## config.mk

```make
export PLATFORM = sky130hd
export DESIGN_NAME = block_dispatcher
export DESIGN_NICKNAME = d
export VERILOG_FILES = /design/src/rtl/gpu_dispatch_pkg.sv /design/src/rtl/dispatch_slot.sv /design/src/rtl/block_dispatcher.sv
export SDC_FILE = /design/constraint.sdc
export NUM_CORES = 1
export LEC_CHECK = 0
export BUFFER_PORTS_ARGS = -buffer_cell sky130_fd_sc_hd__buf_2
export CORE_ASPECT_RATIO = 1.5
export CORE_UTILIZATION = 25
export DETAILED_ROUTE_END_ITERATION = 8
export SYNTH_ARGS = -nofsm -noshare
export SYNTH_HDL_FRONTEND = slang
export SYNTH_HIERARCHICAL = 1
export SYNTH_SLANG_ARGS = --single-unit
```

## constraint.sdc

```tcl
create_clock -name clk -period 3.6 [get_ports clk]
set_input_delay 0.36 -clock clk [delete_from_list [all_inputs] [get_ports clk]]
set_output_delay 0.36 -clock clk [all_outputs]
set_load 0.01 [all_outputs]
```

## src/rtl/gpu_dispatch_pkg.sv

```systemverilog
// Shared types for the kernel block dispatcher and its per-core slots.
package gpu_dispatch_pkg;

  localparam int unsigned THREAD_CNT_W = 8;

  typedef enum logic [1:0] {IDLE, RUN, DONE} disp_state_t;
  typedef enum logic [1:0] {FREE, RST, BUSY} slot_state_t;

endpackage

```

## src/rtl/dispatch_slot.sv

```systemverilog
// Per-core slot: tracks one core through reset pulse, execution and completion,
// and holds that core's block id / thread count.
module dispatch_slot
  import gpu_dispatch_pkg::*;
#(
  parameter int unsigned BLK_CNT_W = 3
) (
  input  logic                    clk,
  input  logic                    reset,
  input  logic                    load,
  input  logic [THREAD_CNT_W-1:0] id,
  input  logic [BLK_CNT_W-1:0]    count,
  input  logic                    core_done,
  output logic                    core_reset,
  output logic                    core_start,
  output logic [THREAD_CNT_W-1:0] core_block_id,
  output logic [BLK_CNT_W-1:0]    core_thread_count,
  output logic                    free,
  output logic                    finish
);

  slot_state_t state, state_next;

  // id/count stay sticky while FREE; only a new assignment overwrites them
  always_ff @(posedge clk) begin
    if (!reset) begin
      state             <= FREE;
      core_block_id     <= '0;
      core_thread_count <= '0;
    end else begin
      state <= state_next;
      if (load && state == FREE) begin
        core_block_id     <= id;
        core_thread_count <= count;
      end
    end
  end

  always_comb begin
    state_next = state;
    case (state)
      FREE:    if (load) state_next = RST;
      RST:     state_next = BUSY;
      BUSY:    if (core_done) state_next = FREE;
      default: state_next = FREE;
    endcase
  end

  assign core_reset = (state == RST);
  assign core_start = (state == BUSY);
  assign free       = (state == FREE);
  assign finish     = (state == BUSY) && core_done;

endmodule

```

## src/rtl/block_dispatcher.sv

```systemverilog
// Splits a kernel's thread range into fixed-size blocks and hands them, in id
// order, to free compute cores; raises done once every block has completed.
module block_dispatcher
  import gpu_dispatch_pkg::*;
#(
  parameter int unsigned NUM_CORES         = 2,
  parameter int unsigned THREADS_PER_BLOCK = 4,
  parameter int unsigned BLK_CNT_W         = $clog2(THREADS_PER_BLOCK) + 1
) (
  input  logic                              clk,
  input  logic                              reset,
  input  logic                              start,
  input  logic [THREAD_CNT_W-1:0]           thread_count,
  input  logic [NUM_CORES-1:0]              core_done,
  output logic [NUM_CORES-1:0]              core_reset,
  output logic [NUM_CORES-1:0]              core_start,
  output logic [NUM_CORES*THREAD_CNT_W-1:0] core_block_id,
  output logic [NUM_CORES*BLK_CNT_W-1:0]    core_thread_count,
  output logic                              done
);

  localparam int unsigned          TPB_SHIFT = $clog2(THREADS_PER_BLOCK);
  localparam logic [8:0]           TPB_M1    = 9'(THREADS_PER_BLOCK - 1);
  localparam logic [BLK_CNT_W-1:0] FULL_CNT  = BLK_CNT_W'(THREADS_PER_BLOCK);

  disp_state_t state, state_next;

  logic [THREAD_CNT_W-1:0] tc, total, dispatched, completed;
  logic [THREAD_CNT_W-1:0] total_calc, cursor;
  logic [NUM_CORES-1:0]    load, free, finish;
  logic [THREAD_CNT_W-1:0] load_id  [NUM_CORES];
  logic [BLK_CNT_W-1:0]    load_cnt [NUM_CORES];
  logic [3:0]              n_finish;

  assign total_calc = 8'(({1'b0, thread_count} + TPB_M1) >> TPB_SHIFT);

  // Free slots claim consecutive ids in ascending core order; cursor ends at the new dispatched count
  always_comb begin
    load   = '0;
    cursor = dispatched;
    for (int unsigned i = 0; i < NUM_CORES; i++) begin
      load_id[i]  = cursor;
      load_cnt[i] = (cursor == total - 8'd1)
                  ? BLK_CNT_W'({1'b0, tc} - ({1'b0, cursor} << TPB_SHIFT))
                  : FULL_CNT;
      if (state == RUN && free[i] && cursor < total) begin
        load[i] = 1'b1;
        cursor  = cursor + 8'd1;
      end
    end
  end

  always_comb begin
    n_finish = '0;
    for (int unsigned i = 0; i < NUM_CORES; i++)
      n_finish = n_finish + 4'(finish[i]);
  end

  always_comb begin
    state_next = state;
    case (state)
      IDLE:    if (start) state_next = (total_calc != '0) ? RUN : DONE;
      RUN:     if (completed == total) state_next = DONE;
      DONE:    if (!start) state_next = IDLE;
      default: state_next = IDLE;
    endcase
  end

  // done is withheld for the first cycle of a zero-block kernel so it always
  // trails the deciding sample by two cycles, and drops as soon as IDLE is taken
  always_ff @(posedge clk) begin
    if (!reset) begin
      state      <= IDLE;
      tc         <= '0;
      total      <= '0;
      dispatched <= '0;
      completed  <= '0;
      done       <= 1'b0;
    end else begin
      state <= state_next;
      done  <= (state != IDLE) && (state_next == DONE);
      case (state)
        IDLE: if (start) begin
          tc         <= thread_count;
          total      <= total_calc;
          dispatched <= '0;
          completed  <= '0;
        end
        RUN: begin
          dispatched <= cursor;
          completed  <= completed + 8'(n_finish);
        end
        default: ;
      endcase
    end
  end

  for (genvar g = 0; g < NUM_CORES; g++) begin : g_slot
    dispatch_slot #(.BLK_CNT_W(BLK_CNT_W)) u_slot (
      .clk               (clk),
      .reset             (reset),
      .load              (load[g]),
      .id                (load_id[g]),
      .count             (load_cnt[g]),
      .core_done         (core_done[g]),
      .core_reset        (core_reset[g]),
      .core_start        (core_start[g]),
      .core_block_id     (core_block_id[g*THREAD_CNT_W +: THREAD_CNT_W]),
      .core_thread_count (core_thread_count[g*BLK_CNT_W +: BLK_CNT_W]),
      .free              (free[g]),
      .finish            (finish[g])
    );
  end

endmodule

```

Word-level counts from Yosys, hierarchy flattened
Cells that the tools add are included.
{ "totals": {"register_bits": 55} }
{ "op_classes": {"add_sub_neg": 8, "magnitude_cmp": 2, "n_eq_ne": 15, "n_mux": 20, "n_reduce_logical": 19} }
{ "op_table": {"columns": ["op", "n"], "rows": [
  ["one-hot mux 8 bit (2 select lines)", 2],
  ["2-to-1 mux 8 bit", 3],
  ["one-hot mux 2 bit (3 select lines)", 3],
  ["adder 8 x 1 -> 8 bit (second input constant)", 2],
  ["== test 8 bit", 2],
  ["< comparator 8 x 7 -> 1 bit", 2],
  ["2-to-1 mux 2 bit", 8],
  ["adder 8 x 2 -> 9 bit (second input constant)", 1],
  ["logical AND 1 bit", 9],
  ["adder 8 x 2 -> 8 bit", 1],
  ["== test 2 bit (second input constant)", 4],
  ["== test 8 x 7 -> 1 bit", 1],
  ["AND reduction 2 bit", 4],
  ["nonzero test 8 bit", 1],
  ["subtractor 7 x 1 -> 8 bit (second input constant)", 1],
  ["== test 2 x 1 -> 1 bit (second input constant)", 3],
  ["logical NOT 2 bit", 3],
  ["2-to-1 mux 3 bit", 2],
  ["!= test 2 bit (second input constant)", 3],
  ["subtractor 3 bit", 2],
  ["!= test 2 x 1 -> 1 bit (second input constant)", 2],
  ["nonzero test 2 bit", 2],
  ["adder 1 x 1 -> 2 bit", 1],
  ["2-to-1 mux 1 bit", 2]
]} }

Longest topological paths before layout
Gate-level depths: netlist of the first run.
{ "depth": {"ltp_word": 9, "mapped_depth": 18, "depth_no_buf": 16} }

Cells and area by module
Netlist of the first run, hierarchy kept.
{ "modules_own_cells": {"columns": ["mod", "instances", "cells_per_inst", "area_each_um2"], "rows": [
  ["block_dispatcher", 1, 321, 2606.2],
  ["dispatch_slot", 2, 57, 538.0]
]} }

Worst setup path before layout of the first run
Ideal clock, no wire load.
{ "synth_timing": {"path_kind": "register to register", "start": "register total[1]", "end": "register g_slot[1].u_slot.core_block_id[6]", "arrival_ns": 3.904, "t_required_ns": 3.528, "path_slack_ns": -0.375, "path_stages_with_launch": 19, "n_path_buf": 2, "path_cell_list": "dfxtp_1 > clkbuf_1 > inv_1 > ha_1 > nor2b_1 > o211ai_1 > a21o_1 > nand2_1 > inv_2 > mux2_2 > ha_1 > nor2b_1 > o2111ai_1 > a31oi_1 > nor3_1 > and2_1 > nor3b_4 > buf_6 > mux2i_1"} }
{ "synth_lines": {"columns": ["item", "line", "text"], "rows": [
  ["start: declaration", "block_dispatcher.sv:28", "logic [THREAD_CNT_W-1:0] tc, total, dispatched, completed;"],
  ["start signal: assignment", "block_dispatcher.sv:85", "total <= total_calc;"],
  ["end signal: assignment", "dispatch_slot.sv:33", "core_block_id <= id;"],
  ["end: declaration", "dispatch_slot.sv:16", "output logic [THREAD_CNT_W-1:0] core_block_id,"]
]} }

==> results of run 1 <==
cell families (layout without fill, tap and decap cells):
| kind of cell | count (synthesis) | count (layout) | share of synthesized area [%] |
|---|---|---|---|
| AO/OA/AOI/OAI | 75 | 75 | 15.22 |
| adder cells (fa/ha/maj) | 19 | 19 | 6.660 |
| XOR/XNOR | 33 | 33 | 8.834 |
| buffers and inverters | 34 | 101 | 4.417 |
| multiplexers | 25 | 25 | 6.830 |
| flip-flops | 55 | 55 | 29.90 |
| AND/OR/NAND/NOR | 194 | 194 | 28.13 |
registers in the layout (all words and copies together), names as in the netlist:
register                         count
g_slot.u_slot/state                  4
dispatched                           8
done                                 1
total                                7
g_slot.u_slot/core_block_id         16
tc                                   3
completed                            8
state                                2
g_slot.u_slot/core_thread_count      6
worst paths after layout:
kind / start / depth (start not counted) / slack [ns] / end
setup / recovery: state[0] / 13 / 0.10 / dispatched[5]
hold / removal: thread_count[1] / 3 / 0.33 / tc[1]
setup reg to reg: state[0] / 13 / 0.10 / dispatched[5]
hold reg to reg: g_slot[1].u_slot/core_block_id[3] / 2 / 0.45 / g_slot[1].u_slot/core_block_id[3]
cells in the final DEF (no fill, tap or decap), types with 4 or more instances in the layout:
cell type | synthesis | routed
sky130_fd_sc_hd__a21boi_0 | 5 | 5
sky130_fd_sc_hd__a21oi_1 | 7 | 5
sky130_fd_sc_hd__a31oi_1 | 6 | 5
sky130_fd_sc_hd__and2_1 | 17 | 16
sky130_fd_sc_hd__and3_1 | 4 | 4
sky130_fd_sc_hd__buf_2 | 7 | 39
sky130_fd_sc_hd__buf_4 | 1 | 39
sky130_fd_sc_hd__clkbuf_16 | 0 | 5
sky130_fd_sc_hd__dfxtp_1 | 55 | 53
sky130_fd_sc_hd__ha_1 | 18 | 15
sky130_fd_sc_hd__inv_1 | 13 | 12
sky130_fd_sc_hd__mux2i_1 | 24 | 24
sky130_fd_sc_hd__nand2_1 | 75 | 74
sky130_fd_sc_hd__nand2b_1 | 6 | 6
sky130_fd_sc_hd__nand3_1 | 14 | 14
sky130_fd_sc_hd__nand4_1 | 9 | 9
sky130_fd_sc_hd__nor2_1 | 20 | 20
sky130_fd_sc_hd__nor2b_1 | 9 | 9
sky130_fd_sc_hd__nor3_1 | 10 | 8
sky130_fd_sc_hd__nor4_1 | 6 | 6
sky130_fd_sc_hd__o211a_1 | 6 | 6
sky130_fd_sc_hd__o21a_1 | 8 | 8
sky130_fd_sc_hd__o21ai_0 | 12 | 12
sky130_fd_sc_hd__xnor2_1 | 17 | 15
sky130_fd_sc_hd__xor2_1 | 13 | 12
worst max-delay path: stages (launching register included):
cell                        delay (ns)
sky130_fd_sc_hd__dfxtp_1          0.43
sky130_fd_sc_hd__or3b_4           0.44
sky130_fd_sc_hd__and4bb_2         0.34
sky130_fd_sc_hd__nand2_2          0.07
sky130_fd_sc_hd__inv_2            0.06
sky130_fd_sc_hd__mux2_4           0.31
sky130_fd_sc_hd__ha_4             0.23
sky130_fd_sc_hd__nor2b_1          0.12
sky130_fd_sc_hd__o2111ai_1        0.22
sky130_fd_sc_hd__a31oi_2          0.15
sky130_fd_sc_hd__or3_4            0.41
sky130_fd_sc_hd__a211o_1          0.28
sky130_fd_sc_hd__a211o_1          0.30
sky130_fd_sc_hd__o21ai_0          0.06
where the power goes:
part	internal, mW	switching (mW)
sequential	0.633	0.0205
clock	0.279	0.237
combinational	0.229	0.280
routing by layer:
layer | vias up | GRT usage (%)
li1 | 1673 | -
met1 | 1624 | 15.67
met2 | 94 | 26.77
met3 | 37 | 1.857
met4 | 0 | 11.30
met5 | - | 0
timing repair:
item                                    CTS  global route
endpoints found under the setup margin    1            18
gates resized for setup                   0            13
pin swaps                                 1             5
through the flow:
step | hold WS (ns) | setup slack [ns]
after floorplan | 0.4473 | -0.03227
after global placement | 0.4443 | 0.08522
after detailed placement | 0.4449 | 0.02277
after CTS | 0.3303 | 0.004848
after global routing | 0.3417 | -0.03184
final | 0.3337 | 0.1006
area by class of cell:
type	instances	area (um^2)	area share, %
sequential	55	1104	24.01
inverter	14	57.56	1.252
clock buffer	6	138.9	3.022
clock inverter	2	16.27	0.3539
timing repair buffer	79	508.0	11.05
tap	196	245.2	5.336
multi-input combinational	346	2526	54.97
==> impl_metrics.tcl, run 1 <==
set metrics [dict create \
    max_slew.worst_pin.slew_ns 0.8034 \
    crit_end_element "register" \
    detail_route.wirelength_um 11060 \
    yosysTopAreaCell "sky130_fd_sc_hd__dfxtp_1" \
    setup_viol 0 \
    final_critical_path_required_period_ns 3.499 \
    synth-seq-area-share_pct 29.90 \
    layout-drive-gt1-share_pct 23.90 \
    ys.flop_type "sky130_fd_sc_hd__dfxtp_1" \
    drt_iter0_markers 172 \
    first_pass_iters 4 \
    design.final.nets 533 \
    detailed_place.area_um2 4372 \
    root_buffer "sky130_fd_sc_hd__clkbuf_16" \
    fin_area_um2 4596 \
    die_y_um 150.6 \
    drv_slew 0 \
    core.rowCount 54 \
    die_width_um 101.1 \
    crit_path_start_kind "register" \
    synth_area_leaders "sky130_fd_sc_hd__dfxtp_1 30%, sky130_fd_sc_hd__nand2_1 7.6%, sky130_fd_sc_hd__mux2i_1 6.5%" \
    mappedNetlistNets 467 \
    remaining_drc_errors 0 \
    worst-endpoint-required_ns 3.83 \
    detailroute.wirelength.met2_um 5703 \
    instances_no_fill 698 \
    cp_data_arrival_time_ns 3.73 \
    grt_antenna_before_repair 0 \
    number_of_distinct_library_cells_after_synthesis 65 \
    routedWlPerCell_um 15.85 \
    dr_total_vias 3428 \
    clock-sinks 55 \
    grt_pass1_vias 3370 \
    numPortBuffers 39 \
    htreeDepth 2 \
    routabilityCongestion 0.9051 \
    clock_insertion_delay_worst_skew_ns 0.30 \
    syn2layout_area_growth_pct 24.80 \
    run_status "complete, no violations" \
    timing.slew.headroom_pct 45.94 \
    highest_clock_rate_ghz 0.2858 \
    async_flop_share_pct 0 \
    diodes_inserted 0 \
    power.density_nw_per_um2 365.1 \
    worst-setup-path-type "register to register" \
    grt_setup_unrepaired "true" \
    final_core_utilization_pct 31.78 \
    synth_top_cell_area_share_pct 29.90 \
    count_of_hold_fix_buffers_inserted_at_cts 0 \
    clkSlewWorstSetupHoldPaths_ns 0.07 \
    ys_warn_count 6 \
    global_route.overflow_total 0 \
    grt_use_total_pct 14.93 \
    design.core.area_um2 14460 \
    cap_violations 0 \
    cts.path.max_buffers 2 \
    cts_inserted_buffers 5 \
    synth_top_cells_by_count "75 x sky130_fd_sc_hd__nand2_1, 55 x sky130_fd_sc_hd__dfxtp_1, 24 x sky130_fd_sc_hd__mux2i_1, 20 x sky130_fd_sc_hd__nor2_1, 18 x sky130_fd_sc_hd__ha_1" \
    route.layer.met1.wl_um 4335 \
    final.period_utilization_pct 97.21 \
    path_max_fanout 6 \
    grt_first_pass_wirelength_um 17030 \
    floorplan.initialDensity_pct 25.47 \
    route.top_layer_used "met4" \
    viasPerCell 4.911 \
    leakage_nw 1.898 \
    vdd.ir_drop.worst_uv 166.2 \
    synth-seq-cells 55 \
    post_cts_buffers 0 \
    post-place-cells 690 \
    fin_skew_ns 0.006289 \
    dpl.hpwl_um 9031 \
    syn-cell-area_um2 3682 \
    drt.antenna.violating_nets 0 \
    tns_ns 0 \
    floorplan.die_area_um2 15230 \
    hold_viol_final 0 \
    hold_path_class "input port to register" \
    nFillCells 1594 \
    synth_enable_flop_cells 0 \
    top_level_ports 40 \
    p_total_mw 1.678 \
    met3WireLength_um 334 \
    post-synth-top-count-cell "sky130_fd_sc_hd__nand2_1" \
    cts_tree "yes" \
    postSynthAreaPerCell_um2 8.465 \
    grt_max_degree 36 \
    synth_cells 435 \
]
No activity file was read; power rests on OpenSTA's default activity.
==> inputs of run 2 (changes only) <==
GPL_TIMING_DRIVEN = 0   (was default)
PLACE_DENSITY = 0.39   (was default)
==> impl_metrics.tcl, run 2 (same netlist as run 1, synthesis figures left out) <==
set metrics [dict create \
    drt.antenna.violating_nets 0 \
    final.hold.worst_slack_ns 0.3393 \
    diodes_inserted 0 \
    power.density_nw_per_um2 370.9 \
    power_switching_uw 575.9 \
    largest_register_ffs 16 \
    viasPerCell 4.826 \
    top_register "g_slot.u_slot/core_block_id" \
    cts.path.max_buffers 2 \
    floorplan.initialDensity_pct 25.47 \
    root_buffer "sky130_fd_sc_hd__clkbuf_16" \
    worst-path-stages 16 \
    p_total_mw 1.812 \
    core.rowCount 54 \
    die_y_um 150.6 \
    worst_path_max_delay_cell "sky130_fd_sc_hd__dfxtp_4" \
    layout-drive-gt1-share_pct 30.50 \
    power.share.combinational_pct 32.2 \
    grt_setup_unrepaired "true" \
    layout_top_registers "g_slot.u_slot/core_block_id x16, completed x8, dispatched x8" \
    worst-setup-path-type "register to register" \
    fin_area_um2 4887 \
    grt_antenna_before_repair 0 \
    drv_slew 0 \
    switching_share_pct 31.77 \
    cp_data_arrival_time_ns 3.70 \
    whs_path_depth 3 \
    crit_end_element "register" \
    cts_inserted_buffers 5 \
    run_status "complete, no violations" \
    design.final.nets 549 \
    critPathLaunch "total[3]" \
    timing.hold.worst.start "thread_count[1]" \
    worst-endpoint-required_ns 3.82 \
    detailed_place.area_um2 4180 \
    remaining_drc_errors 0 \
    vdd.ir_drop.worst_uv 184.3 \
    cts_tree "yes" \
    timing.slew.headroom_pct 58.88 \
    fin_skew_ns 0.003992 \
    clock-sinks 55 \
    hold_viol_final 0 \
    drt_iter0_markers 103 \
    crit_path_start_kind "register" \
    max_slew.worst_pin.slew_ns 0.6112 \
    sequentialPowerShare_pct 36.4 \
    final_critical_path_required_period_ns 3.474 \
    final.period_utilization_pct 96.51 \
    clock_insertion_delay_worst_skew_ns 0.30 \
    worstPathBufferInverterCount 3 \
    tns_ns 0 \
    detail_route.wirelength_um 11820 \
    design.core.area_um2 14460 \
    routedWlPerCell_um 16.55 \
    reg2regPathDepth 16 \
    cap_violations 0 \
    hold_path_class "input port to register" \
    routabilityCongestion 0.8672 \
    first_pass_iters 6 \
    syn2layout_area_growth_pct 32.72 \
    critical_path.cell_chain "clkinvlp_4, ha_4, o211ai_1, buf_4, a21o_4, nand2_8, inv_8, mux2_4, ha_4, nor2b_4, o2111ai_2, a31oi_2, or3_4, a211o_1, a211o_1, o21ai_0" \
    critical-path-max-stage-delay_ns 0.37 \
    cell_internal_power_mw 1.237 \
    floorplan.die_area_um2 15230 \
    htreeDepth 2 \
    grt_use_total_pct 15.72 \
    top_level_ports 40 \
    grt_first_pass_wirelength_um 18040 \
    critical-path-top-delay-family "compound AO/OA/AOI/OAI gates" \
    leading_cell_type_in_the_layout_fill_and_taps_excluded "sky130_fd_sc_hd__nand2_1" \
    clkSlewWorstSetupHoldPaths_ns 0.07 \
    worstReg2RegStart "total[3]" \
    numPortBuffers 39 \
    dr_total_vias 3446 \
    grt_max_degree 21 \
    leakage_nw 2.004 \
    path_max_fanout 4 \
    final_cell_mix "73 x sky130_fd_sc_hd__nand2_1, 46 x sky130_fd_sc_hd__buf_2, 41 x sky130_fd_sc_hd__dfxtp_1, 35 x sky130_fd_sc_hd__buf_4, 24 x sky130_fd_sc_hd__mux2i_1" \
    power_frac_clock_pct 31.4 \
    final_core_utilization_pct 33.80 \
    grt_pass1_vias 3396 \
    dpl.hpwl_um 8946 \
    setup_viol 0 \
    highest_clock_rate_ghz 0.2878 \
    global_route.overflow_total 0 \
    die_width_um 101.1 \
]
[run 2: power by group through the flow]
stage | clock (mW) | combinational [mW] | sequential [mW]
global placement | 0 | 0.443 | 0.678
global route | 0.612 | 0.635 | 0.664
CTS | 0.595 | 0.498 | 0.663
finish | 0.569 | 0.584 | 0.660
detailed placement | 0 | 0.444 | 0.679
floorplan | 0 | 0.328 | 0.671
[run 2: area by class of cell]
class | count | area [um^2]
clock inverters | 3 | 43.79
inverters | 14 | 71.32
plain buffers | 18 | 122.6
fillers | 1568 | 9572
clock buffers | 5 | 125.1
repair buffers | 76 | 474.2
multi-input cells | 347 | 2659
well taps | 196 | 245.2
flip-flops and latches | 55 | 1146
[run 2: worst min-delay path, cell delays in order]
cell	delay [ns]
sky130_fd_sc_hd__buf_2	0.12
sky130_fd_sc_hd__nand2_1	0.05
sky130_fd_sc_hd__a21boi_0	0.06
[run 2: path summary, 6_finish.rpt]
check	endpoint	slack [ns]
setup reg to reg	dispatched[5]	0.13
setup / recovery	dispatched[5]	0.13
hold / removal	tc[1]	0.34
hold reg to reg	g_slot[1].u_slot/core_block_id[2]	0.45
[run 2: metal layers]
| layer | part of all wire, % | wire (um) | track usage, % |
|---|---|---|---|
| met2 | 54 | 6393 | 29.97 |
| met4 | 4.2 | 495 | 6.449 |
| met5 | 0 | 0 | 0 |
| met1 | 39 | 4621 | 17.22 |
| met3 | 2.6 | 309 | 1.857 |
[run 2: through the flow]
step / worst slack [ns] / cells
floorplan: -0.03227 / 435
global placement: -0.7411 / 670
detailed placement: -0.7537 / 670
CTS: -0.02288 / 691
global route: -0.05144 / 714
finish: 0.1255 / 714
[run 2: timing repair]
action	CTS	global route
setup endpoints to repair	20	19
resized for setup	32	41
hold buffers	0	0
setup buffers	14	22
cloned	0	2
pin swaps	12	19
==> inputs of run 3 (changes only) <==
CORE_MARGIN = 2   (was default)
CTS_BUF_LIST = sky130_fd_sc_hd__clkbuf_16   (was default)
==> impl_metrics.tcl, run 3 (same netlist as run 1, synthesis figures left out) <==
set metrics [dict create \
    crit_path_start_kind "register" \
    cts.path.max_buffers 2 \
    leading_cell_type_in_the_layout_fill_and_taps_excluded "sky130_fd_sc_hd__nand2_1" \
    htreeDepth 2 \
    cp_data_arrival_time_ns 3.80 \
    power.density_nw_per_um2 362.7 \
    final_cell_mix "74 x sky130_fd_sc_hd__nand2_1, 47 x sky130_fd_sc_hd__buf_2, 41 x sky130_fd_sc_hd__dfxtp_1, 32 x sky130_fd_sc_hd__buf_4, 24 x sky130_fd_sc_hd__mux2i_1" \
    floorplan.die_area_um2 15740 \
    drt_iter0_markers 149 \
    root_buffer "sky130_fd_sc_hd__clkbuf_16" \
    clock_insertion_delay_worst_skew_ns 0.30 \
    nFillCells 1567 \
    detail_route.wirelength_um 11930 \
    count_of_hold_fix_buffers_inserted_at_cts 0 \
    numPortBuffers 39 \
    drt.antenna.violating_nets 0 \
    grt_util_met2_pct 27.33 \
    global_route.overflow_total 0 \
    layout_top_registers "g_slot.u_slot/core_block_id x16, completed x8, dispatched x8" \
    grt_setup_unrepaired "true" \
    globalRouteMet1Util_pct 17.46 \
    routedWlPerCell_um 16.77 \
    final.period_utilization_pct 99.14 \
    clkSlewWorstSetupHoldPaths_ns 0.07 \
    first_pass_iters 4 \
    final.hold.worst_slack_ns 0.3371 \
    remaining_drc_errors 0 \
    design.final.nets 546 \
    critical-path-max-stage-delay_ns 0.43 \
    drv_slew 0 \
    syn2layout_area_growth_pct 29.36 \
    cts_tree "yes" \
    final_core_utilization_pct 32.94 \
    worstPathBufferInverterCount 1 \
    floorplan.initialDensity_pct 25.47 \
    dpl.hpwl_um 8884 \
    cap_violations 0 \
    leakage_nw 1.952 \
    design.core.area_um2 14460 \
    switching_share_pct 33.06 \
    critical_path.cell_chain "ha_4, nor2b_4, o211ai_1, buf_4, a21oi_4, or3_4, xnor2_4, ha_4, a211oi_2, a31oi_2, or3_4, a211o_1, a211o_1, o21ai_1" \
    hold_path_class "input port to register" \
    power_frac_clock_pct 28.7 \
    grt_first_pass_wirelength_um 18280 \
    path_max_fanout 7 \
    grt_use_total_pct 15.09 \
    top_level_ports 40 \
    grt_pass1_vias 3341 \
    worst-setup-path-type "register to register" \
    die_width_um 103.1 \
    grt_max_degree 21 \
    final_critical_path_required_period_ns 3.569 \
    globalRouteMet3Util_pct 2.202 \
    cts_inserted_buffers 5 \
    clock-sinks 55 \
    layout-drive-gt1-share_pct 28.54 \
    hold_viol_final 0 \
    worst-endpoint-required_ns 3.83 \
    die_y_um 152.6 \
    crit_end_element "register" \
    setup_viol 0 \
    top_register "g_slot.u_slot/core_block_id" \
    fin_skew_ns 0.003651 \
    vdd.ir_drop.worst_uv 180.4 \
    worst_path_max_delay_cell "sky130_fd_sc_hd__or3_4" \
    core.rowCount 54 \
    critical-path-top-delay-family "compound AO/OA/AOI/OAI gates" \
    run_status "complete, no violations" \
    largest_register_ffs 16 \
    dr_total_vias 3431 \
    placement.setup.worst_slack_ns -0.7458 \
    sequential_cell_area_um2 1141 \
    sequentialPowerShare_pct 38.4 \
    power_switching_uw 571.2 \
    max_slew.worst_pin.slew_ns 0.5665 \
    timing.slew.headroom_pct 61.89 \
    cell_internal_power_mw 1.157 \
    power.share.combinational_pct 32.9 \
    diodes_inserted 0 \
    grt-busiest-layer "met2" \
    viasPerCell 4.826 \
    highest_clock_rate_ghz 0.2802 \
    fin_ws_ns 0.03090 \
    multi_input_comb_area_um2 2585 \
    routabilityCongestion 0.9149 \
    grt_antenna_before_repair 0 \
]
==> run 3: layout make-up <==
class                   count  share of cell area [%]
multi-input cells         346                   54.27
clock inverters             3                  0.3415
inverters                  14                   1.471
clock buffers               5                   2.627
flip-flops and latches     55                   23.96
well taps                 196                   5.148
repair buffers             74                   9.719
plain buffers              18                   2.469
==> run 3: worst paths after layout <==
path / start / to / slack [ns] / cells past startpoint
worst max register to register: dispatched[1] / dispatched[5] / 0.03 / 14
worst min-delay path: thread_count[1] / tc[1] / 0.34 / 3
worst min register to register: g_slot[1].u_slot/core_block_id[0] / g_slot[1].u_slot/core_block_id[0] / 0.45 / 2
worst max-delay path: dispatched[1] / dispatched[5] / 0.03 / 14
==> run 3: repair_timing <==
item,CTS,global route
gates cloned,0,1
endpoints found under the hold margin,0,0
endpoints found under the setup margin,20,18
gates resized for setup,36,26
setup buffers,20,14
pin swaps,18,10
==> run 3: worst reg2reg max path, cell delays in order (launching register included) <==
cell and delay [ns]:
sky130_fd_sc_hd__dfxtp_4 0.42, sky130_fd_sc_hd__ha_4 0.22, sky130_fd_sc_hd__nor2b_4 0.11, sky130_fd_sc_hd__o211ai_1 0.21, sky130_fd_sc_hd__buf_4 0.16, sky130_fd_sc_hd__a21oi_4 0.08, sky130_fd_sc_hd__or3_4 0.41, sky130_fd_sc_hd__xnor2_4 0.19
sky130_fd_sc_hd__ha_4 0.24, sky130_fd_sc_hd__a211oi_2 0.25, sky130_fd_sc_hd__a31oi_2 0.14, sky130_fd_sc_hd__or3_4 0.43, sky130_fd_sc_hd__a211o_1 0.28, sky130_fd_sc_hd__a211o_1 0.29, sky130_fd_sc_hd__o21ai_1 0.06
==> run 3: routing by layer <==
| layer | wire length [um] | share of wire, % | up-vias |
|---|---|---|---|
| li1 | - | - | 1706 |
| met1 | 4859 | 41 | 1629 |
| met2 | 6390 | 54 | 71 |
| met3 | 311 | 2.6 | 25 |
| met4 | 364 | 3.1 | 0 |
| met5 | 0 | 0 | - |
==> run 3: stage by stage <==
step	power, mW	instance area (um^2)	TNS (ns)	std cells
detailed placement	1.119	4180	-11.86	670
CTS	1.692	4588	0	697
finish	1.728	4763	0	711
floorplan	0.9995	3740	-0.2904	435
global placement	1.120	4180	-11.76	670
global route	1.820	4763	-0.8807	711
==> run 3: power by group through the flow <==
stage | clock, mW | sequential [mW] | combinational, mW
after global routing | 0.535 | 0.668 | 0.617
after floorplan | 0 | 0.671 | 0.328
after detailed placement | 0 | 0.679 | 0.441
after global placement | 0 | 0.678 | 0.441
final | 0.496 | 0.664 | 0.568
after CTS | 0.519 | 0.661 | 0.512
